==> config.mk <==
export PLATFORM = sky130hd
export DESIGN_NAME = fifo_rd_stream
export DESIGN_NICKNAME = d
export VERILOG_FILES = /design/src/rtl/fifo_rd_stream.sv
export SDC_FILE = /design/constraint.sdc
export NUM_CORES = 1
export LEC_CHECK = 0
export BUFFER_PORTS_ARGS = -buffer_cell sky130_fd_sc_hd__buf_2
export CAP_MARGIN = 25
export CORE_MARGIN = 4
export CORE_UTILIZATION = 60
export DETAILED_ROUTE_END_ITERATION = 8
export PLACE_DENSITY = 0.8
export SYNTH_ARGS = -nofsm -noshare
export SYNTH_HDL_FRONTEND = slang
export SYNTH_SLANG_ARGS = --single-unit
==> constraint.sdc <==
create_clock -name rclk -period 6.5 [get_ports rclk]
set_clock_uncertainty 0.2 [all_clocks]
set_input_delay 1.3 -clock rclk [delete_from_list [all_inputs] [get_ports rclk]]
set_output_delay 1.3 -clock rclk [all_outputs]
set_load 0.1 [all_outputs]
==> src/rtl/fifo_rd_stream.sv <==
// fifo_rd_stream: read-side consumer for the asynchronous FIFO (rclk domain).
// A start pulse pops burst_len words from the FIFO read port and forwards
// them on a valid/ready stream through a 2-entry registered buffer.
//
// Ports:
//   rclk, rrst          clock, synchronous active-high reset
//   rinc, rempty, rdata FIFO read port (rdata FWFT when RD_LAT=0,
//                       one cycle after rinc when RD_LAT=1)
//   start, burst_len    burst command; burst_len sampled when start is taken
//   busy, done          burst in progress / one-cycle completion pulse
//   m_valid, m_data,
//   m_ready             output stream
//   rd_count            total FIFO pops since reset (wraps)
module fifo_rd_stream #(
    parameter int DSIZE  = 8,
    parameter int CNT_W  = 8,
    parameter int RD_LAT = 0
) (
    input  logic             rclk,
    input  logic             rrst,
    output logic             rinc,
    input  logic             rempty,
    input  logic [DSIZE-1:0] rdata,
    input  logic             start,
    input  logic [CNT_W-1:0] burst_len,
    output logic             busy,
    output logic             done,
    output logic             m_valid,
    output logic [DSIZE-1:0] m_data,
    input  logic             m_ready,
    output logic [CNT_W-1:0] rd_count
);

    localparam logic [CNT_W-1:0] CNT_ONE = {{(CNT_W-1){1'b0}}, 1'b1};

    typedef enum logic [1:0] {IDLE, RUN, DRAIN, DONE} state_t;

    state_t           state, state_nxt;
    logic [CNT_W-1:0] len, issued;
    logic [1:0]       occ, occ_nxt;
    logic             inflight, inflight_nxt;
    logic [DSIZE-1:0] mem [2];
    logic             rptr, wptr;
    logic             pop, push;
    logic [2:0]       fill;

    assign pop     = m_valid && m_ready;
    assign m_valid = (occ != 2'd0);
    assign m_data  = mem[rptr];
    assign busy    = (state != IDLE);
    assign done    = (state == DONE);

    // Slots committed after this edge: buffered + outstanding read - word leaving.
    assign fill = {1'b0, occ} + {2'b00, inflight} - {2'b00, pop};

    // Registered-read FIFOs deliver the word one cycle after rinc.
    assign push         = (RD_LAT == 0) ? rinc : inflight;
    assign inflight_nxt = (RD_LAT == 0) ? 1'b0 : rinc;

    always_comb begin
        occ_nxt = occ;
        if (push && !pop)
            occ_nxt = occ + 2'd1;
        else if (!push && pop)
            occ_nxt = occ - 2'd1;
    end

    always_comb begin
        state_nxt = state;
        rinc      = 1'b0;
        case (state)
            IDLE: begin
                if (start)
                    state_nxt = (burst_len != '0) ? RUN : DONE;
            end
            RUN: begin
                rinc = !rempty && (issued < len) && (fill < 3'd2);
                if (rinc && (issued == len - CNT_ONE))
                    state_nxt = DRAIN;
            end
            DRAIN: begin
                if (occ_nxt == 2'd0 && !inflight_nxt && !inflight)
                    state_nxt = DONE;
            end
            DONE: begin
                state_nxt = IDLE;
            end
            default: begin
                state_nxt = IDLE;
            end
        endcase
    end

    always_ff @(posedge rclk) begin
        if (rrst) begin
            state    <= IDLE;
            len      <= '0;
            issued   <= '0;
            rd_count <= '0;
            occ      <= '0;
            inflight <= 1'b0;
            rptr     <= 1'b0;
            wptr     <= 1'b0;
            for (int unsigned i = 0; i < 2; i++)
                mem[i] <= '0;
        end else begin
            state    <= state_nxt;
            occ      <= occ_nxt;
            inflight <= inflight_nxt;
            if (state == IDLE && start) begin
                len    <= burst_len;
                issued <= '0;
            end
            if (rinc) begin
                issued   <= issued + CNT_ONE;
                rd_count <= rd_count + CNT_ONE;
            end
            if (push) begin
                mem[wptr] <= rdata;
                wptr      <= ~wptr;
            end
            if (pop)
                rptr <= ~rptr;
        end
    end

endmodule

# Yosys cells after proc, flatten, opt, wreduce, memory -nomap -nowiden
# Memory sizes are Yosys's and may differ from the RTL's. A register that Yosys moved wholly into a read port is not among the register bits.
# Cells that the tools add are included.
[word_totals]
mem_count = 1
ramBits = 16
wordCells = 63
reg_bits = 30
[op_classes]
bitwise = 2
eq_ne = 7
order_cmp = 2
mux = 20
n_addsub = 6
n_reduce_logical = 18
[mem_list]
columns = ["name", "words", "width", "rd", "rd_clocked_by_memory_dff", "wr", "line_no", "text"]
rows = [
  ["mem", 2, 8, 1, 1, 2, "42", "logic [DSIZE-1:0] mem [2];"],
]
[op_table]
columns = ["op", "n"]
rows = [
  ["$mux W8", 3],
  ["$add A8 B1 Y8 const B", 2],
  ["$mux W2", 6],
  ["$mux W1", 10],
  ["$eq A8 B8 Y1", 1],
  ["$lt A8 B8 Y1", 1],
  ["$pmux W2 S4", 1],
  ["$reduce_bool A8 Y1", 1],
  ["$reduce_or A8 Y1", 1],
  ["$sub A8 B1 Y8 const B", 1],
  ["$logic_and A1 B1 Y1", 7],
  ["$ne A2 B2 Y1 const B", 3],
  ["$reduce_bool A2 Y1", 3],
  ["$eq A2 B2 Y1 const B", 2],
  ["$logic_not A2 Y1", 2],
  ["$logic_not A1 Y1", 3],
  ["$lt A3 B2 Y1 const B", 1],
  ["$reduce_and A3 Y1", 1],
  ["$sub A2 B1 Y3", 1],
  ["$add A2 B1 Y2 const B", 1],
  ["$eq A2 B1 Y1 const B", 1],
  ["$not A1 Y1", 2],
  ["$sub A2 B1 Y2 const B", 1],
]

# Depth between registers and ports, before layout
[logic_depth]
word_depth = 13
depth_mapped = 10
ltp_nobuf = 10

# Least setup slack after synthesis
# No wires, ideal clock.
[synth_timing]
kind = "input to output"
from = "in m_ready"
to = "out rinc"
stages = 6
slack_ps = 2254
n_path_buf = 1
t_arrival_ps = 2746
cell_sequence = "nor3b_1 -> xnor2_1 -> nor3b_1 -> nand2_1 -> clkinv_1 -> buf_2"
[synth_via]
elab_chain_cells = 5
[synth_lines]
columns = ["element", "line_no", "text"]
rows = [
  ["from (decl)", "30", "input logic m_ready,"],
  ["$logic_and A1 B1 Y1", "47", "assign pop = m_valid && m_ready;"],
  ["$sub A2 B1 Y3", "54", "assign fill = {1'b0, occ} + {2'b00, inflight} - {2'b00, pop};"],
  ["$lt A3 B2 Y1", "77", "rinc = !rempty && (issued < len) && (fill < 3'd2);"],
  ["$logic_and A1 B1 Y1", "77", ""],
  ["$mux W1", "71", "case (state)"],
  ["to (decl)", "21", "output logic rinc,"],
]
# No other way between the ends.

# Worst setup path in the final report
# Same ends and word-level chain as after synthesis.

==> flow_metrics.env <==
export IMPL_worst_max_slew_margin_expressed_relative_to_the_limit_pct=41.2
export IMPL_htreeDepth=2
export IMPL_core_area_um2=4090
export IMPL_post_route_cells_drive_above_1_share_pct=19.1
export IMPL_mostFrequentLayoutCell="sky130_fd_sc_hd__buf_2"
export IMPL_routability_congestion_estimate_from_global_placement=0.912
export IMPL_peak_vdd_ir_mv=0.373
export IMPL_timing_final_max_slew_violations=0
export IMPL_route_detailed_wl_per_inst_um=14.6
export IMPL_fin_setup_tns_ns=0
export IMPL_dominantRegCellSynth="sky130_fd_sc_hd__dfxtp_1"
export IMPL_critical_path_endpoint_type="output port"
export IMPL_post_layout_total_power_mw=1.13
export IMPL_status="completed"
export IMPL_synth_edff_count=16
export IMPL_grt_start_max_net_pins=37
export IMPL_detailedPlace_worstSlack_ns=1.58
export IMPL_numCtsBuffers=5
export IMPL_layout_overhead_on_the_synthesized_area_pct=12.5
export IMPL_initial_core_util_pct=63.1
export IMPL_power_per_cell_area_nw_per_um2=389
export IMPL_hold_viol=0
export IMPL_finish_net_count=357
export IMPL_placement_io_buffers=40
export IMPL_via_per_inst=5.63
export IMPL_cp_data_arrival_time_ns=3.46
export IMPL_minimum_setup_slack_in_the_final_design_ns=1.54
export IMPL_worstSkewPairLatency_ns=0.30
export IMPL_distinct_cells_synth=45
export IMPL_post_synth_instance_area_um2=2580
export IMPL_tightest_slew_ns=0.875
export IMPL_cp_start_kind="input pin"
export IMPL_timing_worst_setup_path_type="input pin to output port"
export IMPL_detail_route_drc_violations=0
export IMPL_cp_slowest_stage_delay_ns=0.51
export IMPL_setup_viol=0
export IMPL_min_path_type="register to register"
export IMPL_postRouteAntennaNets=0
export IMPL_ys_seq_area_share_pct=42.7
export IMPL_path_clk_slew_ns=0.08
export IMPL_syn_area_per_cell_um2=9.25
export IMPL_highest_delay_cell_along_the_critical_path="sky130_fd_sc_hd__buf_2"
export IMPL_totalWireLength_um=5390
export IMPL_area_used_by_multi_input_combinational_logic_um2=1380
export IMPL_ff_latch_area_um2=1100
export IMPL_ctsRootBufferMaster="sky130_fd_sc_hd__clkbuf_8"
export IMPL_async_flop_share_pct=0
export IMPL_hold_buffers=0
export IMPL_hold_depth=2
export IMPL_layout_cells_most_common_list="40 x sky130_fd_sc_hd__buf_2, 31 x sky130_fd_sc_hd__dfxtp_1, 27 x sky130_fd_sc_hd__nand2_1"
export IMPL_clock_path_buffers=2
export IMPL_first_iter_violations=95
export IMPL_max_cap_violations=0
export IMPL_syn_nets=317
export IMPL_detailroute_via_count=2082
export IMPL_tritoncts="built"
export IMPL_fp_dieH_um=73.6
export IMPL_rows=23
export IMPL_antenna_found_initial=0
export IMPL_post_cts_buffers=0
export IMPL_dieWidth_um=73.6
export IMPL_overflow=0
export IMPL_yosysWarningCount=0
export IMPL_power_static_leakage_nw=1.21
export IMPL_period_needed_ns=4.96
export IMPL_worst_r2r_path_depth=10
export IMPL_die_area_um2=5410
export IMPL_global_route_wire_length_before_repair_um=9230
export IMPL_critical_path_cell_chain="buf_2 -> nor3b_1 -> xnor2_1 -> nor3b_1 -> nand2_1 -> clkinv_1 -> buf_2"
export IMPL_gr_usage_all_layers_pct=21.9
export IMPL_ctsResizeCount=0
export IMPL_clock_fmax_ghz=0.201
export IMPL_number_of_search_and_repair_iterations_in_the_first_detailed_routing_pass=4
export IMPL_vias_in_the_first_global_route=2087
export IMPL_num_io_pins=41
export IMPL_numClockSinks=47
export IMPL_fillers=349
export IMPL_cp_data_required_time_ns=5.00
export IMPL_rsz_0062_raised_after_global_routing="no"
export IMPL_post_dp_hpwl_um=3940
export IMPL_n_antenna_cell=0
export IMPL_critical_path_max_fanout=19
export IMPL_netlist_instances=279
export IMPL_share_of_the_clock_period_used_by_the_worst_path_after_layout_pct=76.4
export IMPL_synth_seq_cells=47
flip-flops by register name (all words and copies together) (netlist names), named ones only:
name      cells
rptr          1
issued        8
mem          16
rd_count      8
state         2
occ           2
len           8
wptr          1
cells by family (layout without fill, tap and decap cells):
group / after synthesis / after routing / share of synthesized area [%]
simple gates: 114 / 114 / 23.2
compound gates: 49 / 49 / 12.2
flops: 47 / 47 / 42.7
buf+inv: 25 / 66 / 3.69
xor+xnor: 18 / 18 / 6.11
fa+ha+maj: 17 / 17 / 8.24
mux: 9 / 9 / 3.93
layer usage:
metal  share of wire (%)  wire, µm  track usage (%)  vias up
li1                    -         -                -     1058
met1                  46      2500             28.5      987
met2                  49      2640             36.4       32
met3                 4.0       213             4.79        5
met4                0.61        33             6.24        0
met5                   0         0                0        -
report_power, final:
part	switching (mW)	internal, mW	leakage, nW
Sequential	0.0426	0.346	0.418
Clock	0.100	0.0761	0.0452
Combinational	0.407	0.155	0.747
area by class of cell:
cell class / instances / share of cell area, %
timing repair buffer: 40 / 6.90
inverter: 18 / 2.33
multi-input combinational: 207 / 47.7
tap: 50 / 2.16
clock buffer: 6 / 2.50
sequential: 47 / 37.9
clock inverter: 2 / 0.474
metrics by stage:
| stage | hold slack, ns | cells | utilization [%] | area, µm² |
|---|---|---|---|---|
| final | 0.300 | 370 | 71.0 | 2900 |
| after floorplan | 0.263 | 279 | - | 2580 |
| after detailed placement | 0.288 | 362 | 68.9 | 2820 |
| after global routing | 0.321 | 370 | 71.0 | 2900 |
| after global placement | 0.275 | 362 | 68.9 | 2820 |
| after CTS | 0.300 | 370 | 71.0 | 2900 |
critical path: cells and delay by family:
kind          cells  cell delay, ns
xor+xnor          1            0.13
buf+inv           3            1.04
simple gates      3            0.99
final timing paths:
path | from | to | slack (ns)
setup / recovery | m_ready | rinc | 1.54
hold / removal | len[7]$_SDFFE_PP0P_ | len[7]$_SDFFE_PP0P_ | 0.30
setup reg to reg | occ[0]$_SDFF_PP0_ | state[1]$_SDFFE_PP0P_ | 3.11
hold reg to reg | len[7]$_SDFFE_PP0P_ | len[7]$_SDFFE_PP0P_ | 0.30
Yosys cell counts (all sizes together) (7+ instances only):
master / n / area [µm²]
dfxtp: 31 / 621
xor2: 10 / 87.6
o21ai: 9 / 45.0
and3: 7 / 43.8
xnor2: 8 / 70.1
a21oi: 22 / 110
ha: 17 / 213
inv: 17 / 63.8
mux2: 9 / 101
nor2: 25 / 93.8
and2: 16 / 100
edfxtp: 16 / 480
nand2: 27 / 101
Power figures use the tool's default switching activity.
